File: config.mk
export PLATFORM = sky130hd
export DESIGN_NAME = serial_addsub_flat
export DESIGN_NICKNAME = d
export VERILOG_FILES = /design/src/rtl/serial_addsub_if.sv /design/src/rtl/serial_addsub.sv /design/src/flat_wrapper.sv
export SDC_FILE = /design/constraint.sdc
export NUM_CORES = 1
export LEC_CHECK = 0
export CAP_MARGIN = 10
export CORE_AREA = 2 2 104 106
export CTS_CLUSTER_SIZE = 25
export DETAILED_ROUTE_END_ITERATION = 7
export DIE_AREA = 0 0 106 108
export HOLD_SLACK_MARGIN = 0.02
export REMOVE_ABC_BUFFERS = 1
export SYNTH_ARGS = -nofsm -noshare
export SYNTH_HDL_FRONTEND = slang
export SYNTH_SLANG_ARGS = --single-unit
File: constraint.sdc
create_clock -name clk -period 1.74 [get_ports clk]
set_clock_uncertainty 0.1 [all_clocks]
set_input_delay 0.348 -clock clk [delete_from_list [all_inputs] [get_ports clk]]
set_output_delay 0.348 -clock clk [all_outputs]
set_load 0.005 [all_outputs]
File: src/rtl/serial_addsub_if.sv
// serial_addsub_if: bundle of the request/response signals of serial_addsub.
//
// Handshake: the master raises start with sub/a/b valid. The slave samples
// the request only while busy is low, so start and busy together act as the
// valid/ready pair. The request is taken at the first rising edge where
// start=1 and busy=0. Requests made while busy=1 are dropped, not queued.
// done pulses for one cycle when result/carry_out/overflow have been updated.
// Those three outputs then hold until the next done. ser_out/ser_valid
// stream each result bit LSB-first as it is computed.
//
// Signals:
//   start, sub, a, b        master -> slave  request and operands
//   busy, done              slave -> master  handshake status
//   result, carry_out,      slave -> master  registered result and flags
//   overflow
//   ser_out, ser_valid      slave -> master  serial result stream
//   dbg_state               slave -> master  FSM state (0 idle, 1 shifting)
interface serial_addsub_if #(
  parameter int WIDTH = 23
) ();
  logic             start;
  logic             sub;
  logic [WIDTH-1:0] a;
  logic [WIDTH-1:0] b;
  logic             busy;
  logic             done;
  logic [WIDTH-1:0] result;
  logic             carry_out;
  logic             overflow;
  logic             ser_out;
  logic             ser_valid;
  logic             dbg_state;

  modport master (
    output start, sub, a, b,
    input  busy, done, result, carry_out, overflow, ser_out, ser_valid, dbg_state
  );

  modport slave (
    input  start, sub, a, b,
    output busy, done, result, carry_out, overflow, ser_out, ser_valid, dbg_state
  );
endinterface

File: src/rtl/serial_addsub.sv
// serial_addsub: bit-serial adder/subtractor, LSB-first, one bit per clock.
//
// Operands are loaded in parallel when the block is idle. They then pass
// through a single full adder and a carry flip-flop, one bit per clock.
// The result is returned in parallel with carry/borrow and signed overflow
// flags. Each result bit is also streamed out serially as it is produced.
//
// Ports:
//   clk    rising-edge clock
//   rst_n  asynchronous active-low reset
//   bus    serial_addsub_if.slave (start/sub/a/b in; busy/done/result/flags,
//          serial stream and FSM debug state out)
module serial_addsub #(
  parameter  int WIDTH = 23,
  localparam int CW    = $clog2(WIDTH + 1)
) (
  input  logic           clk,
  input  logic           rst_n,
  serial_addsub_if.slave bus
);

  typedef enum logic {
    S_IDLE  = 1'b0,
    S_SHIFT = 1'b1
  } state_e;

  localparam logic [CW-1:0] LAST_BIT = CW'(WIDTH - 1);
  localparam logic [CW-1:0] MSB_IN   = CW'(WIDTH - 2);

  state_e           state_q, state_d;
  logic [WIDTH-1:0] a_sh_q, a_sh_d;
  logic [WIDTH-1:0] b_sh_q, b_sh_d;
  logic [WIDTH-1:0] result_q, result_d;
  logic [CW-1:0]    count_q, count_d;
  logic             carry_q, carry_d;
  logic             cmsb_q, cmsb_d;       // carry into the MSB
  logic             carry_out_q, carry_out_d;
  logic             overflow_q, overflow_d;
  logic             done_q, done_d;
  logic             ser_out_q, ser_out_d;
  logic             ser_valid_q, ser_valid_d;
  logic [1:0]       fa;                   // {carry, sum} of the single full adder

  always_ff @(posedge clk or negedge rst_n) begin
    if (!rst_n) begin
      state_q     <= S_IDLE;
      a_sh_q      <= '0;
      b_sh_q      <= '0;
      result_q    <= '0;
      count_q     <= '0;
      carry_q     <= 1'b0;
      cmsb_q      <= 1'b0;
      carry_out_q <= 1'b0;
      overflow_q  <= 1'b0;
      done_q      <= 1'b0;
      ser_out_q   <= 1'b0;
      ser_valid_q <= 1'b0;
    end else begin
      state_q     <= state_d;
      a_sh_q      <= a_sh_d;
      b_sh_q      <= b_sh_d;
      result_q    <= result_d;
      count_q     <= count_d;
      carry_q     <= carry_d;
      cmsb_q      <= cmsb_d;
      carry_out_q <= carry_out_d;
      overflow_q  <= overflow_d;
      done_q      <= done_d;
      ser_out_q   <= ser_out_d;
      ser_valid_q <= ser_valid_d;
    end
  end

  always_comb begin
    fa          = {1'b0, a_sh_q[0]} + {1'b0, b_sh_q[0]} + {1'b0, carry_q};
    state_d     = state_q;
    a_sh_d      = a_sh_q;
    b_sh_d      = b_sh_q;
    result_d    = result_q;
    count_d     = count_q;
    carry_d     = carry_q;
    cmsb_d      = cmsb_q;
    carry_out_d = carry_out_q;
    overflow_d  = overflow_q;
    done_d      = 1'b0;
    ser_out_d   = ser_out_q;
    ser_valid_d = 1'b0;

    case (state_q)
      S_IDLE: begin
        if (bus.start) begin
          // Subtraction is A + ~B + 1: invert B and seed the carry with 1.
          a_sh_d  = bus.a;
          b_sh_d  = bus.sub ? ~bus.b : bus.b;
          carry_d = bus.sub;
          count_d = '0;
          cmsb_d  = 1'b0;
          state_d = S_SHIFT;
        end
      end
      S_SHIFT: begin
        // Sum bits enter at the top of A_sh, so after WIDTH shifts it
        // holds the complete result in order.
        a_sh_d      = {fa[0], a_sh_q[WIDTH-1:1]};
        b_sh_d      = {1'b0, b_sh_q[WIDTH-1:1]};
        carry_d     = fa[1];
        ser_out_d   = fa[0];
        ser_valid_d = 1'b1;
        count_d     = count_q + CW'(1);
        if (count_q == MSB_IN) begin
          cmsb_d = fa[1];
        end
        if (count_q == LAST_BIT) begin
          state_d     = S_IDLE;
          result_d    = {fa[0], a_sh_q[WIDTH-1:1]};
          carry_out_d = fa[1];
          overflow_d  = cmsb_q ^ fa[1];
          done_d      = 1'b1;
        end
      end
      default: state_d = S_IDLE;
    endcase
  end

  assign bus.busy      = (state_q == S_SHIFT);
  assign bus.done      = done_q;
  assign bus.result    = result_q;
  assign bus.carry_out = carry_out_q;
  assign bus.overflow  = overflow_q;
  assign bus.ser_out   = ser_out_q;
  assign bus.ser_valid = ser_valid_q;
  assign bus.dbg_state = state_q;

endmodule

File: src/flat_wrapper.sv
// flat-port wrapper written by rule: the top's interface ports become plain ports
module serial_addsub_flat 
#(
  parameter  int WIDTH = 23,
  localparam int CW    = $clog2(WIDTH + 1)
)
  (clk, rst_n, bus_start, bus_sub, bus_a, bus_b, bus_busy, bus_done, bus_result, bus_carry_out, bus_overflow, bus_ser_out, bus_ser_valid, bus_dbg_state);
  serial_addsub_if #(.WIDTH(WIDTH)) bus_i ();
  input  logic clk;
  input  logic rst_n;
  input wire logic [$bits(bus_i.start)-1:0] bus_start;
  input wire logic [$bits(bus_i.sub)-1:0] bus_sub;
  input wire logic [$bits(bus_i.a)-1:0] bus_a;
  input wire logic [$bits(bus_i.b)-1:0] bus_b;
  output wire logic [$bits(bus_i.busy)-1:0] bus_busy;
  output wire logic [$bits(bus_i.done)-1:0] bus_done;
  output wire logic [$bits(bus_i.result)-1:0] bus_result;
  output wire logic [$bits(bus_i.carry_out)-1:0] bus_carry_out;
  output wire logic [$bits(bus_i.overflow)-1:0] bus_overflow;
  output wire logic [$bits(bus_i.ser_out)-1:0] bus_ser_out;
  output wire logic [$bits(bus_i.ser_valid)-1:0] bus_ser_valid;
  output wire logic [$bits(bus_i.dbg_state)-1:0] bus_dbg_state;
  assign bus_i.start = bus_start;
  assign bus_i.sub = bus_sub;
  assign bus_i.a = bus_a;
  assign bus_i.b = bus_b;
  assign bus_busy = bus_i.busy;
  assign bus_done = bus_i.done;
  assign bus_result = bus_i.result;
  assign bus_carry_out = bus_i.carry_out;
  assign bus_overflow = bus_i.overflow;
  assign bus_ser_out = bus_i.ser_out;
  assign bus_ser_valid = bus_i.ser_valid;
  assign bus_dbg_state = bus_i.dbg_state;
  serial_addsub #(.WIDTH(WIDTH)) u_core (.clk(clk), .rst_n(rst_n), .bus(bus_i));
endmodule
=== Yosys cells after proc, flatten, opt, wreduce, memory -nomap -nowiden ===
Cells that the tools add are included.

* Bits in registers: 82
* Input port bits: 50
* Output and inout port bits: 30
* Logic and storage cells: 42

* $add $sub $neg: 3
* Equality and inequality tests: 4
* Muxes and demuxes: 18
* Bitwise gates (word level): 3
* Reductions and logical operators: 2

{| class="wikitable"
|+ Operators with widths
! operator !! count
|-
| $pmux 23 s2 || 2
|-
| $mux 23 || 3
|-
| $not 23->23 || 1
|-
| $eq 5x5->1 const B || 2
|-
| $pmux 5 s2 || 1
|-
| $mux 1 || 8
|-
| $pmux 1 s2 || 3
|-
| $add 5x1->5 const B || 1
|-
| $mux 5 || 1
|-
| $ne 2x2->1 const B || 2
|-
| $reduce_and 2->1 || 2
|-
| $add 1x1->2 || 1
|-
| $add 2x1->2 || 1
|-
| $not 1->1 || 1
|-
| $xor 1x1->1 || 1
|}

=== Longest topological paths before layout ===
* Depth after elaboration: 4
* Gate-level depth with buffers: 6
* Gate-level depth less buffers: 5

=== Least setup slack after synthesis ===
No wires, ideal clock.

* Kind: reg2reg
* Start: register u_core.state_q (netlist: u_core.bus.busy)
* End: register u_core.result_q[10] (netlist: u_core.bus.result[10])
* Setup time: 125 ps
* Data arrival time: 1321 ps
* Required time: 1515 ps
* Path slack: 194 ps
* Cell stages (with the launch flop): 6
* Path buffers: 2
* Clock period less this slack: 1546 ps
* Cells stage by stage: dfrtp_1 buf_4 and4b_4 nand2_4 buf_6 mux2_4

* Cells in the longest elaborated chain, start to end: 1

{| class="wikitable"
|+ Ends and longest elaborated chain
! item !! RTL line !! RTL
|-
| start, declared || serial_addsub.sv:30 || <nowiki>state_e state_q, state_d;</nowiki>
|-
| start signal, assigned || serial_addsub.sv:59 || <nowiki>state_q <= state_d;</nowiki>
|-
| $reduce_and 2->1 (no source line) || n/a ||
|-
| end signal, assigned || serial_addsub.sv:62 || <nowiki>result_q <= result_d;</nowiki>
|-
| end, declared || serial_addsub.sv:33 || <nowiki>logic [WIDTH-1:0] result_q, result_d;</nowiki>
|}

No other way between the ends.
A chain may end at the register's enable or synchronous reset.

=== Worst setup path after layout ===
* Start: register u_core.result_q[21] (netlist: u_core.bus.result[21])
* End: output port bus_result[21]

{| class="wikitable"
|+ RTL lines
! item !! RTL line !! RTL
|-
| end, declared || flat_wrapper.sv:17 || <nowiki>output wire logic [$bits(bus_i.result)-1:0] bus_result;</nowiki>
|}

No word-level cell between the ends.

==> flow_summary.json <==
{
  "cts.path.max_buffers": 2,
  "fp.dieH_um": 108,
  "antenna_found_initial": 0,
  "netlist_instances": 328,
  "dp_hpwl_um": 5180,
  "worst-path-buf-inv": 1,
  "crit_type": "flop to output pin",
  "place.port_buffers": 79,
  "max-vdd-ir-drop_v": 0.000521,
  "seq_area_um2": 2050,
  "ant_nets": 0,
  "h-tree-depth": 3,
  "ys_seq_elements": 82,
  "cts-root-buf": "clkbuf_8",
  "drive_above_1_share_pct": 13.6,
  "fin_crit_ps": 1690,
  "die_x_um": 106,
  "track_usage_pct": 14.1,
  "hold_path.class": "primary input to flop",
  "slew_violations": 0,
  "initial_core_util_pct": 37.4,
  "place_area_um2": 4800,
  "crit_chain": "clkdlybuf4s50_1",
  "vias_per_cell": 4.73,
  "cts_buffers": 9,
  "netlist_area_um2": 3830,
  "fillCellCount": 932,
  "num_antenna_cells": 0,
  "drt_first_pass_iters": 4,
  "synth_top_area_cell": "dfrtp_1",
  "cts_sinks": 82,
  "final_area_um2": 5030,
  "avgSynthCellArea_um2": 11.7,
  "fin_crit_sh_pct": 97.3,
  "finalHoldViolCount": 0,
  "routed_wl_um": 7660,
  "outcome": "finished, final reports clean",
  "setup_viol": 0,
  "yosys_warnings": 0,
  "drc_errors": 0,
  "synth.distinct_cells": 24,
  "crit_path_end_kind": "output pin",
  "fin_nets": 460,
  "fp-row-count": 37,
  "worst-path-max-fanout": 2,
  "synth.most_common_cell": "dfrtp_1",
  "yosys-top-cells-area": "dfrtp_1 (54%), mux2i_1 (12%), mux2_4 (7.4%)",
  "setup_ws_ps": 47.5,
  "cts_tree": "yes",
  "synth_edf_count": 0,
  "pre_cts_slack_ps": 29.1,
  "synth_flop_cell": "dfrtp_1",
  "crit_arrival_ps": 1240,
  "coreArea_um2": 10200,
  "p_total_uw": 7190,
  "grt_pass1_wl_um": 12800,
  "slowest_stage": "clkdlybuf4s50_1",
  "area_growth_pct": 31.4,
  "synth_top_area_share_pct": 53.6,
  "fmax_ghz": 0.591,
  "power.density_nw_per_um2": 1430,
  "routedWlPerCell_um": 14.0,
  "grt_max_degree": 77,
  "tightest_slew_ps": 282,
  "pin_count": 80,
  "vias": 2588,
  "relSlewSlack_pct": 81.2,
  "cp_slowest_stage_delay_ps": 510,
  "rsz0062_at_grt": "no",
  "crit_family": "buffers and inverters",
  "grt_pass1_vias": 2564,
  "drv_cap": 0,
  "seq_area_frac_synth_pct": 53.6,
  "multiInputGateArea_um2": 1630,
  "die_area_um2": 11400,
  "clock_latency_ps": 340,
  "clkTransAtPathRegs_ps": 90,
  "synthTopCellsByCount": "dfrtp_1 (82), nand2_1 (51), o21ai_0 (49), mux2i_1 (46), xor2_1 (23)",
  "grt-ovfl-total": 0,
  "place_congestion": 0.722,
  "async_flop_share_pct": 100,
  "critPathLaunchType": "flop",
  "leakagePower_uw": 0.00239,
  "drt_iter0_drc": 110,
  "crit_required_ps": 1290
}
-- path summary, 6_finish.rpt --
kind                                             from  cells after the start                     to  slack, ps
worst min-delay path                        bus_start                      2      u_core.count_q[1]        280
worst min register to register       u_core.b_sh_q[3]                      2       u_core.b_sh_q[2]        390
worst max-delay path            u_core.bus.result[21]                      1         bus_result[21]         50
min in group asynchronous                       rst_n                      2       u_core.a_sh_q[3]        320
worst max register to register        u_core.bus.busy                      5  u_core.bus.result[17]        120
max in group asynchronous                       rst_n                      3        u_core.bus.busy        670
-- power breakdown --
part | total, uW | switching (uW) | internal [uW]
logic | 2470 | 963 | 1510
registers | 3260 | 541 | 2720
clock network | 1460 | 741 | 721
total | 7190 | 2250 | 4940
-- cell type report --
class	count	area share, %
tap	136	3.38
timing repair buffer	90	18.8
sequential	82	40.8
clock buffer	10	2.73
inverter	7	0.522
multi-input combinational	216	32.4
clock inverter	6	1.44
-- through the flow --
| stage | TNS [ps] | std cells | hold slack, ps | util (%) |
|---|---|---|---|---|
| after floorplan | -55550 | 305 | -47.6 | - |
| final | 0 | 547 | 275 | 49.2 |
| after global routing | 0 | 547 | 274 | 49.2 |
| after detailed placement | 0 | 529 | 131 | 47.0 |
| after CTS | 0 | 547 | 260 | 49.2 |
| after global placement | 0 | 529 | 130 | 47.0 |
-- what timing repair did --
action / in CTS / in global routing
endpoints found under the hold margin: 15 / 0
gates resized for setup: 1 / 1
hold buffers: 1 / 0
buffers inserted: 1 / 0
endpoints found under the setup margin: 2 / 1
-- metal layers --
layer / GRT usage [%] / up-vias / share of wire (%)
met4: 4.04 / 0 / 0.76
met3: 3.13 / 5 / 4.3
li1: - / 1266 / -
met5: 0 / - / 0
met1: 18.9 / 1256 / 48
met2: 23.2 / 61 / 47
-- sequential cells by signal, indices dropped and copies added (netlist names) --
| name | cells |
|---|---|
| u_core.a_sh_q | 23 |
| u_core.b_sh_q | 23 |
| u_core.bus.result | 23 |
| u_core.count_q | 5 |
| u_core.bus.busy | 1 |
| u_core.bus.carry_out | 1 |
| u_core.bus.done | 1 |
| u_core.bus.overflow | 1 |
| u_core.bus.ser_out | 1 |
| u_core.bus.ser_valid | 1 |
| u_core.carry_q | 1 |
| u_core.cmsb_q | 1 |
-- cells in the final DEF (no fill, tap or decap), drive strengths merged --
| master | synthesis | routed |
|---|---|---|
| dlymetal6s2s | 0 | 1 |
| nand2 | 52 | 52 |
| o21ai | 49 | 49 |
| ha | 3 | 3 |
| a31o | 1 | 1 |
| a221oi | 1 | 1 |
| dfrtp | 82 | 82 |
| a211oi | 1 | 1 |
| a21oi | 3 | 3 |
| clkdlybuf4s50 | 0 | 75 |
| mux2 | 24 | 24 |
| dlygate4sd3 | 0 | 1 |
| mux2i | 46 | 46 |
| clkbuf | 11 | 10 |
| buf | 12 | 12 |
| o22ai | 3 | 3 |
| and4b | 1 | 1 |
| clkinv | 0 | 1 |
| nor2 | 3 | 3 |
| fa | 1 | 1 |
| bufinv | 0 | 1 |
| nand3 | 2 | 2 |
| clkinvlp | 0 | 1 |
| xnor2 | 3 | 3 |
| dlygate4sd2 | 0 | 1 |
| xor2 | 23 | 23 |
| inv | 7 | 10 |
-- kinds of logic (layout without fill, tap and decap cells) --
kind of cell	count (synthesis)	in the layout	share of synthesized area (%)
adders and majority gates	4	4	1.50
DFF	82	82	53.6
xor gates and xnor gates	26	26	5.94
muxes	70	70	20.9
buffers and inverters	30	113	3.92
and+or+nand+nor	58	58	6.20
AOI/OAI and AO/OA	58	58	7.94
Power figures use the tool's default switching activity.
